**src/rtl/odometer_pkg.sv**
```systemverilog
// Shared types and widths for the odometer measurement sequencer.
// Holds the state encoding, ring-select codes and datapath widths.
package odometer_pkg;

  localparam int BF_W     = 12;
  localparam int STRESS_W = 16;
  localparam int MEAS_W   = 8;

  typedef enum logic [2:0] {
    S_IDLE,
    S_CONFIG,
    S_STRESS,
    S_MEAS,
    S_CAPTURE
  } state_t;

  typedef enum logic [1:0] {
    SEL_CODE_INV  = 2'b00,
    SEL_CODE_NAND = 2'b01,
    SEL_CODE_NOR  = 2'b10,
    SEL_CODE_BAD  = 2'b11
  } sel_t;

  // Bit 0 = INV, bit 1 = NAND, bit 2 = NOR; the illegal code decodes to none.
  function automatic logic [2:0] sel_onehot(input logic [1:0] sel);
    case (sel)
      SEL_CODE_INV:  sel_onehot = 3'b001;
      SEL_CODE_NAND: sel_onehot = 3'b010;
      SEL_CODE_NOR:  sel_onehot = 3'b100;
      default:       sel_onehot = 3'b000;
    endcase
  endfunction

endpackage

```
**src/rtl/odometer_seq_cnt.sv**
```systemverilog
// Loadable, saturating down-counter with zero flag, shared by the
// stress-cycle and measurement-window phases of the sequencer.
module odometer_seq_cnt
  import odometer_pkg::*;
(
  input  logic                clk,
  input  logic                rst_n,
  input  logic                clr,
  input  logic                load,
  input  logic [STRESS_W-1:0] load_val,
  input  logic                dec,
  output logic [STRESS_W-1:0] count,
  output logic                zero
);

  assign zero = (count == '0);

  // Decrement saturates at zero so a maximum load can never wrap.
  always_ff @(posedge clk) begin
    if (!rst_n || clr) begin
      count <= '0;
    end else if (load) begin
      count <= load_val;
    end else if (dec && !zero) begin
      count <= count - STRESS_W'(1);
    end
  end

endmodule

```
**src/rtl/odometer_seq.sv**
```systemverilog
// Odometer stress/measure sequencer: accepts a command, drives the odometer
// control pins through CONFIG/STRESS/MEAS, then captures BF_COUNT and a delta.
module odometer_seq
  import odometer_pkg::*;
(
  input  logic                AC_STRESS_CLK,
  input  logic                RESETB,
  input  logic                CMD_VALID,
  output logic                CMD_READY,
  input  logic                CMD_AC_DC,
  input  logic [1:0]          CMD_SEL,
  input  logic [STRESS_W-1:0] CMD_STRESS_CYC,
  input  logic [MEAS_W-1:0]   CMD_MEAS_CYC,
  input  logic                ABORT,
  output logic                LOAD,
  output logic                START,
  output logic                AC_DC,
  output logic                SEL_INV,
  output logic                SEL_NAND,
  output logic                SEL_NOR,
  output logic                MEAS_TRIG,
  input  logic [BF_W-1:0]     BF_COUNT,
  output logic [BF_W-1:0]     RESULT,
  output logic [BF_W:0]       DELTA,
  output logic                RESULT_VALID,
  output logic                ERR
);

  state_t                state;
  logic                  cfg_first;
  logic [MEAS_W-1:0]     meas_cyc;
  logic [BF_W-1:0]       baseline;
  logic                  base_valid;

  logic                  accept;
  logic                  legal;
  logic                  abort_op;
  logic                  phase_last;
  logic                  cnt_clr;
  logic                  cnt_load;
  logic                  cnt_dec;
  logic [STRESS_W-1:0]   cnt_val;
  logic [STRESS_W-1:0]   cnt_count;
  logic                  cnt_zero;

  odometer_seq_cnt u_cnt (
    .clk      (AC_STRESS_CLK),
    .rst_n    (RESETB),
    .clr      (cnt_clr),
    .load     (cnt_load),
    .load_val (cnt_val),
    .dec      (cnt_dec),
    .count    (cnt_count),
    .zero     (cnt_zero)
  );

  // A phase of N cycles ends when the count is 1, or at once when loaded with 0.
  always_comb begin
    accept     = CMD_VALID && CMD_READY && !ABORT;
    legal      = accept && (CMD_SEL != SEL_CODE_BAD);
    abort_op   = ABORT && (state != S_IDLE);
    phase_last = cnt_zero || (cnt_count == STRESS_W'(1));
    cnt_clr    = abort_op;
    cnt_load   = 1'b0;
    cnt_dec    = 1'b0;
    cnt_val    = '0;
    if (legal) begin
      cnt_load = 1'b1;
      cnt_val  = CMD_STRESS_CYC;
    end else if (!abort_op && state == S_STRESS) begin
      if (phase_last) begin
        cnt_load = 1'b1;
        cnt_val  = STRESS_W'(meas_cyc);
      end else begin
        cnt_dec = 1'b1;
      end
    end else if (!abort_op && state == S_MEAS && !phase_last) begin
      cnt_dec = 1'b1;
    end
  end

  // NOTE: all state and outputs use <= so every register samples the values
  // from before this edge; mixing in = here would create ordering races.
  always_ff @(posedge AC_STRESS_CLK) begin
    if (!RESETB) begin
      state        <= S_IDLE;
      cfg_first    <= 1'b0;
      meas_cyc     <= '0;
      baseline     <= '0;
      base_valid   <= 1'b0;
      CMD_READY    <= 1'b0;
      LOAD         <= 1'b0;
      START        <= 1'b0;
      AC_DC        <= 1'b0;
      SEL_INV      <= 1'b0;
      SEL_NAND     <= 1'b0;
      SEL_NOR      <= 1'b0;
      MEAS_TRIG    <= 1'b1;
      RESULT       <= '0;
      DELTA        <= '0;
      RESULT_VALID <= 1'b0;
      ERR          <= 1'b0;
    end else begin
      RESULT_VALID <= 1'b0;
      ERR          <= 1'b0;
      if (abort_op) begin
        state     <= S_IDLE;
        cfg_first <= 1'b0;
        CMD_READY <= 1'b1;
        LOAD      <= 1'b1;
        START     <= 1'b0;
        MEAS_TRIG <= 1'b1;
      end else begin
        case (state)
          S_IDLE: begin
            LOAD      <= 1'b1;
            CMD_READY <= 1'b1;
            if (legal) begin
              state                        <= S_CONFIG;
              cfg_first                    <= 1'b1;
              CMD_READY                    <= 1'b0;
              LOAD                         <= 1'b0;
              AC_DC                        <= CMD_AC_DC;
              meas_cyc                     <= CMD_MEAS_CYC;
              {SEL_NOR, SEL_NAND, SEL_INV} <= sel_onehot(CMD_SEL);
            end else if (accept) begin
              ERR <= 1'b1;
            end
          end
          S_CONFIG: begin
            if (cfg_first) begin
              cfg_first <= 1'b0;
              LOAD      <= 1'b1;
            end else begin
              state <= S_STRESS;
              START <= 1'b1;
            end
          end
          S_STRESS: begin
            if (phase_last) begin
              state     <= S_MEAS;
              START     <= 1'b0;
              MEAS_TRIG <= 1'b0;
            end
          end
          S_MEAS: begin
            if (phase_last) begin
              state     <= S_CAPTURE;
              MEAS_TRIG <= 1'b1;
            end
          end
          S_CAPTURE: begin
            state        <= S_IDLE;
            CMD_READY    <= 1'b1;
            RESULT       <= BF_COUNT;
            RESULT_VALID <= 1'b1;
            if (!base_valid) begin
              baseline   <= BF_COUNT;
              base_valid <= 1'b1;
              DELTA      <= '0;
            end else begin
              DELTA <= {1'b0, BF_COUNT} - {1'b0, baseline};
            end
          end
          default: state <= S_IDLE;
        endcase
      end
    end
  end

endmodule

```
**config.mk**
```make
export PLATFORM = sky130hd
export DESIGN_NAME = odometer_seq
export DESIGN_NICKNAME = d
export VERILOG_FILES = /design/src/rtl/odometer_pkg.sv /design/src/rtl/odometer_seq_cnt.sv /design/src/rtl/odometer_seq.sv
export SDC_FILE = /design/constraint.sdc
export NUM_CORES = 1
export LEC_CHECK = 0
export ABC_CLOCK_PERIOD_IN_PS = 2600
export CAP_MARGIN = 10
export CELL_PAD_IN_SITES_DETAIL_PLACEMENT = 1
export CELL_PAD_IN_SITES_GLOBAL_PLACEMENT = 1
export CORE_ASPECT_RATIO = 1.2
export CORE_MARGIN = 1
export CORE_UTILIZATION = 34
export DETAILED_ROUTE_END_ITERATION = 8
export PLACE_DENSITY_LB_ADDON = 0.1
export SETUP_SLACK_MARGIN = 0.3
export SLEW_MARGIN = 20
export SYNTH_ARGS = -nofsm -noshare
export SYNTH_HDL_FRONTEND = slang
export SYNTH_HIERARCHICAL = 1
export SYNTH_SLANG_ARGS = --single-unit
```
**constraint.sdc**
```tcl
create_clock -name AC_STRESS_CLK -period 2.6 [get_ports AC_STRESS_CLK]
set_input_delay 0.52 -clock AC_STRESS_CLK [delete_from_list [all_inputs] [get_ports AC_STRESS_CLK]]
set_output_delay 0.52 -clock AC_STRESS_CLK [all_outputs]
set_load 0.05 [all_outputs]
```
==> summary.txt <==
Critical path
  – Maximum fanout encountered on the critical timing path: 4
  – Cell type group with the largest total delay on the critical path: simple AND/OR/NAND/NOR gates
  – WP buf/inv: 2
  – Critical-path cell with the highest stage delay: dfxtp_4
  – Critical path class: register to register
  – Critical path launch point type: register
  – Type of element capturing the critical path: register
  – WP depth: 12
  – Cell-by-cell listing of the critical path: inv_2 > ha_4 > and3_4 > and2_4 > a41oi_4 > and4_4 > nor3b_4 > nand4_1 > buf_6 > nor4b_4 > xnor2_1 > a21oi_1
  – Worst Reg-to-Reg Cells: 12
  – Worst R2R Setup Slack: 0.20 ns
  – Delay contributed by the slowest stage of the critical path: 0.35 ns
  – Required time reported for the critical path endpoint: 2.81 ns
  – Critical path data arrival time: 2.61 ns

Yosys
  – Top cell type's share of synthesized area: 0.386
  – Post-synth EDFFs: 0
  – Number of flip-flops and latches in the synthesized netlist: 76
  – Most instantiated flip-flop cell in the synthesis netlist: dfxtp_1
  – Cell area after technology mapping: 3950 µm²
  – Number of instances in the synthesized netlist: 484
  – Synth unique cells: 56
  – Average cell area after synthesis: 8.15 µm²
  – Biggest area contributors in the synthesized netlist: dfxtp_1 (39%), nand2_1 (8.8%), a21boi_0 (5.9%), ha_1 (4.1%), a21oi_1 (3.8%)
  – Async set or reset register ratio after synthesis: 0
  – Cell taking the most area after synthesis: dfxtp_1
  – Post-synthesis sequential area ratio: 0.386
  – Syn_nets: 541
  – Synth Warn #: 6

Routing
  – Final routed wire length divided by cell count: 17.2 µm
  – Total wire length after detailed routing: 13800 µm
  – DR vias: 4124
  – Detailed-route DRC error count: 0
  – Number of DRC markers in iteration 0: 101
  – Total iterations of the first detailed-routing run: 4
  – Residual antenna-violating net count after detailed routing: 0
  – Routed via count divided by cell count: 5.13

Power
  – Proportion of power drawn by the clock network: 0.305
  – Maximum resistive drop on vdd: 0.267 mV
  – Switching Fraction: 0.321
  – Gate power share: 0.346
  – P_sw: 1190 µW
  – Areal power density over the cells: 599 nW/µm²
  – Internal power: 2530 µW
  – Sequential power share: 0.349
  – Static leakage: 0.00231 µW

Job
  – Maxcap violations: 0

Final layout
  – Final instance area: 6210 µm²
  – Antenna diode instance count: 0
  – Multi-input gate area: 2590 µm²
  – Area delta synth->final: 57.4%
  – Number of nets in the layout: 702
  – Flip-flop and latch area: 1540 µm²
  – Share of layout cells above drive strength 1: 0.274
  – Filler cell count in the final layout: 1305

Place
  – HPWL after DPL: 9780 µm
  – I/O Buffers: 77
  – Placed cell areas: 5500 µm²
  – RePlAce Congestion: 0.807
  – Place WS: -0.385 ns

CTS
  – Post-CTS Hold Fix Bufs: 0
  – Root Buffer: clkbuf_16
  – Clock net sink count: 76
  – Clock buffer count from CTS: 9
  – TritonCTS clock tree: yes
  – H-Tree Level Count: 3
  – Maximum buffer depth of the clock tree: 2
  – Clock transition time at the flip-flop clock pins of the worst setup and hold paths: 0.06 ns
  – Clock latency on the worst-skew pair: 0.33 ns

GRT
  – Wire length of the first global-routing pass: 21800 µm
  – Pin count of the biggest net entering global routing: 39
  – Total global-route track usage: 0.233
  – Number of antenna violations at the first check in global routing: 0
  – Grt total ovfl: 0
  – Via count of the first global-routing pass: 4395

STA
  – Final clock period utilization by the worst path: 0.923
  – Worst slew slack as a fraction of its limit: 0.635
  – Total count of hold-check failures in the final report: 0
  – Minimum period implied by the final worst setup slack: 2.40 ns
  – Setup repair after global routing missed its margin: true
  – Clock skew: 0.00525 ns
  – Pins over their slew limit: 0
  – Count of final setup violators: 0
  – Tightest Pin Transition: 0.547 ns
  – Crit path setup slack, layout: 0.201 ns
  – Maximum clock frequency: 417 MHz

Die
  – Starting density of the core: 0.354
  – Standard-cell row count: 42
  – Die Height: 120 µm
  – Horiz. Die Dim: 100 µm
  – Core ar.: 11100 µm²
  – Die Footprint: 12000 µm²
  – Boundary pin count: 78

Hold path
  – Worst hold path depth: 2
  – Min-Delay Path Class: register to register

Status
  – Run status: completed
Yosys cell counts, types with 4 or more instances:
master	number
nand2_1	93
buf_2	9
nor4_1	5
xnor2_1	10
and2_1	10
nand3_1	9
nor2_1	20
or3_1	4
inv_1	23
xor2_1	5
nor3_1	10
nor2b_1	13
a21o_1	4
clkbuf_1	16
o21ai_0	29
ha_1	13
dfxtp_1	76
nand2b_1	4
mux2i_1	12
a21boi_0	31
and3_1	4
a21oi_1	30
a211oi_1	8
repair_timing:
action,CTS,global route
resized for setup,43,34
setup buffers,9,9
setup endpoints to repair,23,20
cloned,2,0
pin swaps,22,31
tightest hold or removal path, delay by kind of cell (launching register included):
family             cells  cell delay (ns)
DFF                    1             0.32
AOI/OAI and AO/OA      1             0.06
and+or+nand+nor        1             0.04
layer usage:
metal  share of wire  GRT usage  up-vias
met5               0          0        -
met4           0.033      0.107        0
met3           0.024     0.0338       33
met2            0.58      0.453       75
met1            0.37      0.239     2001
li1                -          -     2015
sequential cells by signal (all words and copies together) (netlist names), 3 cells and up:
name and cells:
meas_cyc 8, baseline 12, RESULT 12, state 3
u_cnt/count 16, DELTA 13
cell families after synthesis:
logic type	Yosys count	share of synthesized area
AOI/OAI and AO/OA	132	0.226
xor gates and xnor gates	15	0.0333
adders and majority gates	14	0.0463
buffers and inverters	48	0.0485
DFF	76	0.386
muxes	12	0.0304
and+or+nand+nor	187	0.230
final cells by class:
class,count,area share
sequential,76,0.248
tap,154,0.0310
timing repair inverter,2,0.00242
multi-input combinational,360,0.417
timing repair buffer,173,0.244
clock buffer,14,0.0409
clock inverter,2,0.00161
inverter,23,0.0149
cells in the final DEF, fill, tap and decap left out, drive strengths merged, types with 12 or more instances in the layout:
master / instances
a21boi: 31
nand2: 93
o21ai: 29
nor2b: 13
clkdlybuf4s50: 73
dfxtp: 76
a21oi: 30
clkbuf: 15
ha: 13
nor2: 20
buf: 96
mux2i: 12
inv: 22
power by group through the flow:
stage | clock network (µW) | registers (µW) | logic [µW]
3_3_place_gp | 0 | 1310 | 1020
4_1_cts | 1170 | 1290 | 1160
5_1_grt | 1220 | 1300 | 1370
3_5_place_dp | 0 | 1310 | 1040
2_1_floorplan | 0 | 1350 | 557
6_report | 1140 | 1300 | 1290
per-stage QoR:
stage          setup TNS, ns   util  std cells  total power [µW]  hold slack [ns]
2_1_floorplan              0      -        484              1910            0.443
3_3_place_gp          -0.922  0.494        768              2320            0.442
3_5_place_dp           -1.40  0.494        768              2350            0.449
4_1_cts                    0  0.538        795              3620            0.461
5_1_grt                    0  0.558        804              3900            0.486
6_report                   0  0.558        804              3720            0.460
path summary, 6_finish.rpt:
kind | start | to
min reg2reg | DELTA[6] | DELTA[6]
max reg2reg | u_cnt/count[1] | u_cnt/count[13]
min | DELTA[6] | DELTA[6]
max | u_cnt/count[1] | u_cnt/count[13]
(Power assumes the default switching activity.)
